==> src/rtl/keypad_pkg.sv <==
// Shared keypad-path constants, event layout and encoder FSM states.
package keypad_pkg;
  localparam int NKEYS        = 16;
  localparam int KEY_IDX_W    = 4;
  localparam int EV_W         = 5;
  localparam int EV_PRESS_BIT = 4;

  typedef enum logic [1:0] {
    IDLE    = 2'd0,
    CAPTURE = 2'd1,
    DRAIN   = 2'd2
  } enc_state_e;
endpackage

==> src/rtl/sync_fifo.sv <==
// Generic single-clock FIFO with registered head; 1-cycle write-to-read latency.
// Push into a full FIFO is accepted only when a pop happens in the same cycle.
module sync_fifo #(
  parameter int WIDTH = 8,
  parameter int DEPTH = 4
) (
  input  logic             clk,
  input  logic             rst_n,
  input  logic             wr_vld,
  input  logic [WIDTH-1:0] wr_dat,
  input  logic             rd_rdy,
  output logic             rd_vld,
  output logic [WIDTH-1:0] rd_dat,
  output logic             full,
  output logic             empty
);
  localparam int AW = $clog2(DEPTH);
  localparam int CW = AW + 1;

  logic [WIDTH-1:0] mem_q [DEPTH];
  logic [WIDTH-1:0] mem_d [DEPTH];
  logic [AW-1:0]    wr_ptr_q, wr_ptr_d;
  logic [AW-1:0]    rd_ptr_q, rd_ptr_d;
  logic [CW-1:0]    count_q, count_d;
  logic [WIDTH-1:0] head_q, head_d;
  logic             vld_q, vld_d;
  logic             wr_fire, rd_fire;

  assign full    = (count_q == CW'(DEPTH));
  assign empty   = (count_q == '0);
  assign rd_fire = rd_rdy && !empty;
  assign wr_fire = wr_vld && (!full || rd_fire);
  assign rd_vld  = vld_q;
  assign rd_dat  = head_q;

  always_comb begin
    mem_d    = mem_q;
    wr_ptr_d = wr_ptr_q;
    rd_ptr_d = rd_ptr_q;
    count_d  = count_q;
    if (wr_fire) begin
      mem_d[wr_ptr_q] = wr_dat;
      wr_ptr_d        = wr_ptr_q + 1'b1;
    end
    if (rd_fire) rd_ptr_d = rd_ptr_q + 1'b1;
    case ({wr_fire, rd_fire})
      2'b10:   count_d = count_q + 1'b1;
      2'b01:   count_d = count_q - 1'b1;
      default: count_d = count_q;
    endcase
    // Head is looked up from next-state storage so a push into an empty FIFO shows next cycle.
    head_d = mem_d[rd_ptr_d];
    vld_d  = (count_d != '0);
  end

  always_ff @(posedge clk or negedge rst_n) begin
    if (!rst_n) begin
      for (int i = 0; i < DEPTH; i++) mem_q[i] <= '0;
      wr_ptr_q <= '0;
      rd_ptr_q <= '0;
      count_q  <= '0;
      head_q   <= '0;
      vld_q    <= 1'b0;
    end else begin
      mem_q    <= mem_d;
      wr_ptr_q <= wr_ptr_d;
      rd_ptr_q <= rd_ptr_d;
      count_q  <= count_d;
      head_q   <= head_d;
      vld_q    <= vld_d;
    end
  end
endmodule

==> src/rtl/key_event_encoder.sv <==
// Turns sampled key levels into press/release events, one per changed key, lowest index first.
// Event visible 3 cycles after the synchronized strobe edge; full FIFO without a pop drops and sets overflow.
module key_event_encoder
  import keypad_pkg::*;
#(
  parameter int FIFO_DEPTH = 4
) (
  input  logic             clk,
  input  logic             rst_n,
  input  logic [NKEYS-1:0] btn,
  input  logic             frame_strobe,
  output logic             ev_valid,
  output logic [EV_W-1:0]  ev_data,
  input  logic             ev_ready,
  output logic             overflow,
  input  logic             clr_ovf,
  output logic             any_down
);
  logic [NKEYS-1:0]     btn_s1_q, btn_s2_q;
  logic                 strb_s1_q, strb_s2_q, strb_s3_q;
  enc_state_e           state_q, state_d;
  logic [NKEYS-1:0]     prev_q, prev_d;
  logic [NKEYS-1:0]     pending_q, pending_d;
  logic                 overflow_q, overflow_d;
  logic                 any_down_q, any_down_d;
  logic                 s_rise;
  logic [KEY_IDX_W-1:0] key_idx;
  logic                 push_vld;
  logic [EV_W-1:0]      push_dat;
  logic                 drop;
  logic                 fifo_full, fifo_empty;

  assign s_rise = strb_s2_q && !strb_s3_q;

  always_comb begin
    key_idx = '0;
    for (int i = NKEYS - 1; i >= 0; i--) begin
      if (pending_q[i]) key_idx = KEY_IDX_W'(i);
    end

    state_d   = state_q;
    prev_d    = prev_q;
    pending_d = pending_q;
    push_vld  = 1'b0;
    push_dat  = '0;
    push_dat[EV_PRESS_BIT]    = ~prev_q[key_idx];
    push_dat[KEY_IDX_W-1:0]   = key_idx;

    case (state_q)
      IDLE: if (s_rise) state_d = CAPTURE;
      CAPTURE: begin
        pending_d = btn_s2_q ^ prev_q;
        state_d   = (pending_d != '0) ? DRAIN : IDLE;
      end
      DRAIN: begin
        // prev follows the emitted key even if the FIFO drops it, so it always mirrors key state.
        push_vld           = 1'b1;
        prev_d[key_idx]    = ~prev_q[key_idx];
        pending_d[key_idx] = 1'b0;
        if (pending_d == '0) state_d = IDLE;
      end
      default: state_d = IDLE;
    endcase

    drop       = push_vld && fifo_full && !(ev_ready && !fifo_empty);
    overflow_d = drop || (overflow_q && !clr_ovf);
    any_down_d = |prev_d;
  end

  always_ff @(posedge clk or negedge rst_n) begin
    if (!rst_n) begin
      btn_s1_q   <= '0;
      btn_s2_q   <= '0;
      strb_s1_q  <= 1'b0;
      strb_s2_q  <= 1'b0;
      strb_s3_q  <= 1'b0;
      state_q    <= IDLE;
      prev_q     <= '0;
      pending_q  <= '0;
      overflow_q <= 1'b0;
      any_down_q <= 1'b0;
    end else begin
      btn_s1_q   <= btn;
      btn_s2_q   <= btn_s1_q;
      strb_s1_q  <= frame_strobe;
      strb_s2_q  <= strb_s1_q;
      strb_s3_q  <= strb_s2_q;
      state_q    <= state_d;
      prev_q     <= prev_d;
      pending_q  <= pending_d;
      overflow_q <= overflow_d;
      any_down_q <= any_down_d;
    end
  end

  assign overflow = overflow_q;
  assign any_down = any_down_q;

  sync_fifo #(
    .WIDTH (EV_W),
    .DEPTH (FIFO_DEPTH)
  ) u_fifo (
    .clk    (clk),
    .rst_n  (rst_n),
    .wr_vld (push_vld),
    .wr_dat (push_dat),
    .rd_rdy (ev_ready),
    .rd_vld (ev_valid),
    .rd_dat (ev_data),
    .full   (fifo_full),
    .empty  (fifo_empty)
  );
endmodule

==> config.mk <==
export PLATFORM = sky130hd
export DESIGN_NAME = key_event_encoder
export DESIGN_NICKNAME = d
export VERILOG_FILES = /design/src/rtl/keypad_pkg.sv /design/src/rtl/sync_fifo.sv /design/src/rtl/key_event_encoder.sv
export SDC_FILE = /design/constraint.sdc
export NUM_CORES = 1
export LEC_CHECK = 0
export CAP_MARGIN = 5
export CORE_MARGIN = 3
export CORE_UTILIZATION = 35
export CTS_CLUSTER_SIZE = 24
export DETAILED_ROUTE_END_ITERATION = 10
export GPL_TIMING_DRIVEN = 0
export HOLD_SLACK_MARGIN = 0.03
export REMOVE_ABC_BUFFERS = 1
export SETUP_SLACK_MARGIN = 0.2
export SLEW_MARGIN = 20
export SYNTH_ARGS = -nofsm -noshare
export SYNTH_HDL_FRONTEND = slang
export SYNTH_SLANG_ARGS = --single-unit
==> constraint.sdc <==
create_clock -name clk -period 2.6 [get_ports clk]
set_clock_uncertainty 0.1 [all_clocks]
set_input_delay 0.39 -clock clk [delete_from_list [all_inputs] [get_ports clk]]
set_output_delay 0.39 -clock clk [all_outputs]
set_load 0.05 [all_outputs]
==> metrics.txt, run 1 <==
Finished Core Util=48.8%; IO buf count=28; Max Slew Vio Count=0; first-pass GRT wire length=20.8 mm; reg2reg path depth=11; GR Overflow Total=0; post-route ant nets=0; fin crit period=3.09 ns; register bit count reported by yosys=104; YS warnings=0; Post-Layout Cell Count=718; H-tree levels=3; DR iter-0 viols=273; gpl congestion=0.921; Cells after DPL=647; count of different cell masters after synthesis=64; CTS sink count=104; area of the die=15300 µm²; Pre-Repair DR Iteration Count=5; Clk pwr share=14.1%; Starting Density=36.3%; ys async rst share=100%; worst r2r src=pending_q[4]; CTS Buf Count=9; post-synthesis sequential area ratio=53.6%; Sw Share=45.1%; Peak supply drop=0.000666 V; # DRC=0; largest net degree at the start of global routing=61; DR WL/cell=17.9 µm; clk root buf=clkbuf_16; Syn Std Cell Area=4860 µm²; Longest Clk Path Bufs=2; Design Power=9.44 mW; commonest non-fill, non-tap cell in the layout=dfrtp_1; main flop type after synthesis=dfrtp_1; Final Setup Violations=19; vias in the first global route=3928; f_max=324 MHz; Via density=5.49; Pint=5.18 mW; max_slew headroom=59.2%; total of max-cap violations=0; Area Growth Syn to Fin=34.6%; Detail Placement HPWL=7.98 mm; type of the most critical hold path=flip-flop to flip-flop; Met1 Wirelength=5.44 mm; Final Hold Fails=0; Hold Path Stages=0; status=complete, but fails checks; Worst Setup SP=pending_q[4]; Gate Count Post-Synth=460; net switching power=4.26 mW; final WL=12.9 mm; num rows=42; FF-to-FF setup slack=-0.49 ns; Comb pwr share=58.3%; Clk Latency, worst-skew pair=0.35 ns; startpoint types=flip-flop; kind of critical path=flip-flop to flip-flop; met2 wire len=6.03 mm; Tightest Pin Transition=0.607 ns; Clock transition at path regs=0.07 ns; arrival time at the worst endpoint=3.18 ns; CTS tree=built; worst endpoint required time=2.70 ns; Sequential Power Share=27.6%; hold path endpoint=btn_s2_q[9]; Pleak=2.71 nW; Min-Delay Startpoint=btn_s1_q[9]; IO Count=29; top layer in use=met4; Overall Global Routing Usage=17.5%; final worst slack=-0.486 ns; share of cells above drive strength 1=32.1%; RSZ-0062 raised after global routing=yes; die width=124 µm; failing checks=negative setup slack; Post-synth EDFFs=0; Mapped Avg Cell Area=10.6 µm²; RR Endpoint=any_down; PwrDens=1440 nW/µm²; CP max FO=6; initial antenna violation count=0; commonest non-fill, non-tap cells in the layout=93 x dfrtp_1, 45 x nand2_1, 41 x buf_4; Fin Hold WS=0.239 ns; area of the core=13400 µm²; Die Ht=124 µm; crit end category=flip-flop; via count=3941; Net count, final=567; Final Cycle Share=119%; met3 wire length=933 µm; Place WS=-1.47 ns; n_diodes=0
-- repair_timing --
item                                    CTS  global route
pin swaps                                34            24
hold buffers                              1             0
endpoints found under the setup margin   62            39
cloned                                    0             1
buffers inserted                         41            12
endpoints found under the hold margin    44             0
gates resized for setup                  87            47
-- worst max path at each step --
stage / depth (start not counted) / endpoint
detailed placement: 9 / state_q[1]
global route: 11 / any_down
finish: 11 / any_down
global placement: 1 / u_fifo.rd_dat[0]
floorplan: 9 / state_q[1]
CTS: 9 / u_fifo.rd_dat[4]
-- cell families after synthesis --
family          synth area share, %
fa+ha+maj                      2.47
flops                          53.6
buf+inv                        3.60
simple gates                   13.7
compound gates                 17.6
mux                            4.79
xor+xnor                       4.33
-- synthesized netlist by cell type, types with 4 or more instances --
cell | instances | area, µm²
dfrtp_1 | 104 | 2600
nand2_1 | 55 | 206
o21ai_0 | 51 | 255
nor2_1 | 35 | 131
inv_1 | 23 | 86.3
a21oi_1 | 18 | 90.1
xnor2_1 | 17 | 149
clkbuf_1 | 9 | 33.8
ha_1 | 8 | 100
mux2_2 | 8 | 90.1
o31ai_1 | 8 | 60.1
nor3_1 | 7 | 35.0
xor2_1 | 7 | 61.3
nor4_1 | 6 | 37.5
o22ai_1 | 6 | 37.5
buf_2 | 5 | 25.0
mux4_2 | 5 | 113
a211oi_1 | 4 | 30.0
a31oi_1 | 4 | 25.0
nand2b_1 | 4 | 25.0
nand3_1 | 4 | 20.0
nand4_1 | 4 | 25.0
or3_1 | 4 | 25.0
or4_1 | 4 | 30.0
-- critical path, cell delays in order (launching register included) --
cell       delay [ns]
dfrtp_2          0.44
buf_4            0.15
a2111oi_4        0.44
o31ai_4          0.21
nand2_4          0.17
buf_4            0.16
a2111oi_4        0.08
nor4_4           0.30
nand3_2          0.21
o41ai_1          0.36
nor2_1           0.09
nand4bb_1        0.22
-- routing by layer --
metal | GRT usage [%] | vias up
li1 | - | 1795
met1 | 23.9 | 1926
met2 | 27.0 | 187
met3 | 3.22 | 33
met4 | 8.58 | 0
met5 | 0 | -
-- final cells by class --
| cell class | instances | area, µm² |
|---|---|---|
| Inverter | 23 | 90.1 |
| Timing Repair Buffer | 83 | 781 |
| Clock buffer | 11 | 253 |
| Multi-Input combinational cell | 316 | 2530 |
| Fill cell | 1189 | 6860 |
| Clock inverter | 5 | 45.0 |
| Tap cell | 176 | 220 |
| Sequential cell | 104 | 2620 |
-- metrics by stage --
step	area (µm²)	setup TNS [ns]
floorplan	4770	-2.54
global placement	5270	-311.66
detailed placement	5300	-27.99
CTS	6290	-4.09
global route	6540	-6.00
finish	6540	-4.05
-- sequential cells by signal, summed over array words and instances (netlist names), 3 cells and up --
| signal | cells |
|---|---|
| u_fifo.mem_q | 20 |
| btn_s1_q | 16 |
| btn_s2_q | 16 |
| pending_q | 16 |
| prev_q | 16 |
| u_fifo.rd_dat | 5 |
| u_fifo.count_q | 3 |
-- power by group through the flow --
stage	sequential [mW]	combinational [mW]	clock, mW
2_1_floorplan	2.53	2.33	0
3_3_place_gp	2.55	3.33	0
3_5_place_dp	2.55	3.38	0
4_1_cts	2.58	4.73	1.37
5_1_grt	2.66	5.87	1.45
6_report	2.60	5.51	1.33
Note: power is estimated with default switching activity, not from simulation.
==> inputs of run 2 (changes only) <==
Clock period 2.6 ns to 3.11 ns, I/O delays scaled along.
==> run 2 against run 1 <==
Effect of this change:
- the flow now finishes without violations
- via count fell by 1.8%
- setup slack improved by 0.52 ns
- critical path depth unchanged
- critical path type unchanged
- largest cell class unchanged
==> metrics.txt, run 2 (synthesized netlist as in run 1, its figures left out) <==
status=finished clean; area of the core=13400 µm² (unchanged); Starting Density=36.3% (unchanged); IO buf count=28 (unchanged); PwrDens=1190 nW/µm² (-17%); CP max FO=7 (+1); type of the most critical hold path=flip-flop to flip-flop; post-route ant nets=0 (unchanged); clk root buf=clkbuf_16; max_slew headroom=51.5% (-7.6 points); startpoint types=flip-flop; Post-Layout Cell Count=703 (-2.1%); first-pass GRT wire length=20.2 mm (-2.9%); Top reg by flops=u_fifo.mem_q; Clk Latency, worst-skew pair=0.35 ns (about the same); n_diodes=0 (unchanged); Cells after DPL=647 (unchanged); Longest Clk Path Bufs=2 (unchanged); via count=3872 (-1.8%); CTS Buf Count=9 (unchanged); initial antenna violation count=0 (unchanged); DR WL/cell=17.7 µm (-0.92%); largest net degree at the start of global routing=61 (unchanged); Final Setup Violations=0 (-19); CTS tree=built; Clock transition at path regs=0.08 ns (about the same); Via density=5.51 (+0.35%); Overall Global Routing Usage=17.1% (-0.47 points); num rows=42 (unchanged); die width=124 µm (unchanged); share of cells above drive strength 1=26.0% (-6.1 points); area of the die=15300 µm² (unchanged); Pre-Repair DR Iteration Count=5 (unchanged); Max Slew Vio Count=0 (unchanged); Sequential Area=2620 µm² (unchanged); commonest non-fill, non-tap cells in the layout=93 x dfrtp_1, 49 x nand2_1, 48 x o21ai_0; total of max-cap violations=0 (unchanged); gpl congestion=0.921 (unchanged); fin crit period=3.07 ns (-0.0135 ns); total of fill cells in the finished design=1201 (+1.0%); Peak supply drop=0.000509 V (-24%); Fin Hold WS=0.238 ns (-0.00126 ns); commonest non-fill, non-tap cell in the layout=dfrtp_1; Die Ht=124 µm (unchanged); arrival time at the worst endpoint=3.17 ns (about the same); Pleak=2.60 nW (-4.1%); crit end category=flip-flop; Area Growth Syn to Fin=29.6%; GR Overflow Total=0 (unchanged); Final Hold Fails=0 (unchanged); CTS sink count=104 (unchanged); final WL=12.5 mm (-3.0%); kind of critical path=flip-flop to flip-flop; DR iter-0 viols=248 (-9.2%); Detail Placement HPWL=7.98 mm (unchanged); max FFs per register=20 (unchanged); Multi-input gate area=2430 µm² (-4.2%); Tightest Pin Transition=0.723 ns (+0.115 ns); f_max=325 MHz (+0.44%); RSZ-0062 raised after global routing=yes; # DRC=0 (unchanged); H-tree levels=3 (unchanged); Net count, final=552 (-2.6%); Final Cycle Share=98.8% (-20 points); worst endpoint required time=3.21 ns (+0.51 ns); IO Count=29 (unchanged); vias in the first global route=3788 (-3.6%)
## run 2: timing repair
item / in CTS / in global routing
gates resized for setup: 56 / 26
pin swaps: 21 / 12
setup buffers: 26 / 13
hold endpoints to repair: 44 / 0
hold buffers: 1 / 0
setup endpoints to repair: 35 / 16
## run 2: where the power goes
part | total, mW | switching (mW) | internal [mW]
combinational | 4.24 | 2.46 | 1.78
sequential | 2.15 | 0.392 | 1.76
clock | 1.12 | 0.518 | 0.600
total | 7.51 | 3.37 | 4.14
## run 2: layer usage
layer  share of wire (%)  GRT usage (%)  vias to the layer above
li1                    -              -                     1771
met1                  43           23.7                     1905
met2                  47           26.1                      163
met3                 7.0           3.50                       33
met4                 3.3           7.06                        0
met5                   0              0                        -
## run 2: through the flow
| stage | setup WS (ns) | power, mW | instance area, µm² | util [%] | setup TNS (ns) |
|---|---|---|---|---|---|
| floorplan | -0.0206 | 4.07 | 4770 | - | -0.0206 |
| global placement | -2.27 | 4.91 | 5270 | 39.3 | -243.99 |
| detailed placement | -0.960 | 4.96 | 5300 | 39.6 | -5.37 |
| CTS | 0.0923 | 6.96 | 6080 | 45.3 | 0 |
| global route | -0.0354 | 7.96 | 6300 | 47.0 | -0.0709 |
| finish | 0.0376 | 7.51 | 6300 | 47.0 | 0 |
## run 2: critical path, cell delays in order, from the launching register on
cell       delay [ns]
dfrtp_1          0.44
nand2b_1         0.20
a2111oi_4        0.41
o31a_4           0.28
nor2_4           0.07
buf_4            0.17
mux2i_1          0.12
a21oi_2          0.26
nand3_2          0.20
o41ai_1          0.36
nor2_1           0.09
nand4bb_1        0.21
## run 2: path summary, 6_finish.rpt
| path | start | cells after the start | slack [ns] | endpoint |
|---|---|---|---|---|
| worst max-delay path | pending_q[14] | 11 | 0.04 | any_down |
| worst min-delay path | btn_s1_q[9] | 0 | 0.24 | btn_s2_q[9] |
| worst max register to register | pending_q[14] | 11 | 0.04 | any_down |
| worst min register to register | btn_s1_q[9] | 0 | 0.24 | btn_s2_q[9] |
| max in group asynchronous | rst_n | 3 | 1.77 | pending_q[4] |
| min in group asynchronous | rst_n | 2 | 0.50 | prev_q[12] |
## run 2: final cells by class
class | instances | share of cell area, %
sequential | 104 | 41.5
clock buffer | 11 | 4.01
multi-input combinational | 315 | 38.5
inverter | 23 | 1.37
tap | 176 | 3.50
timing repair buffer | 69 | 10.3
clock inverter | 5 | 0.715
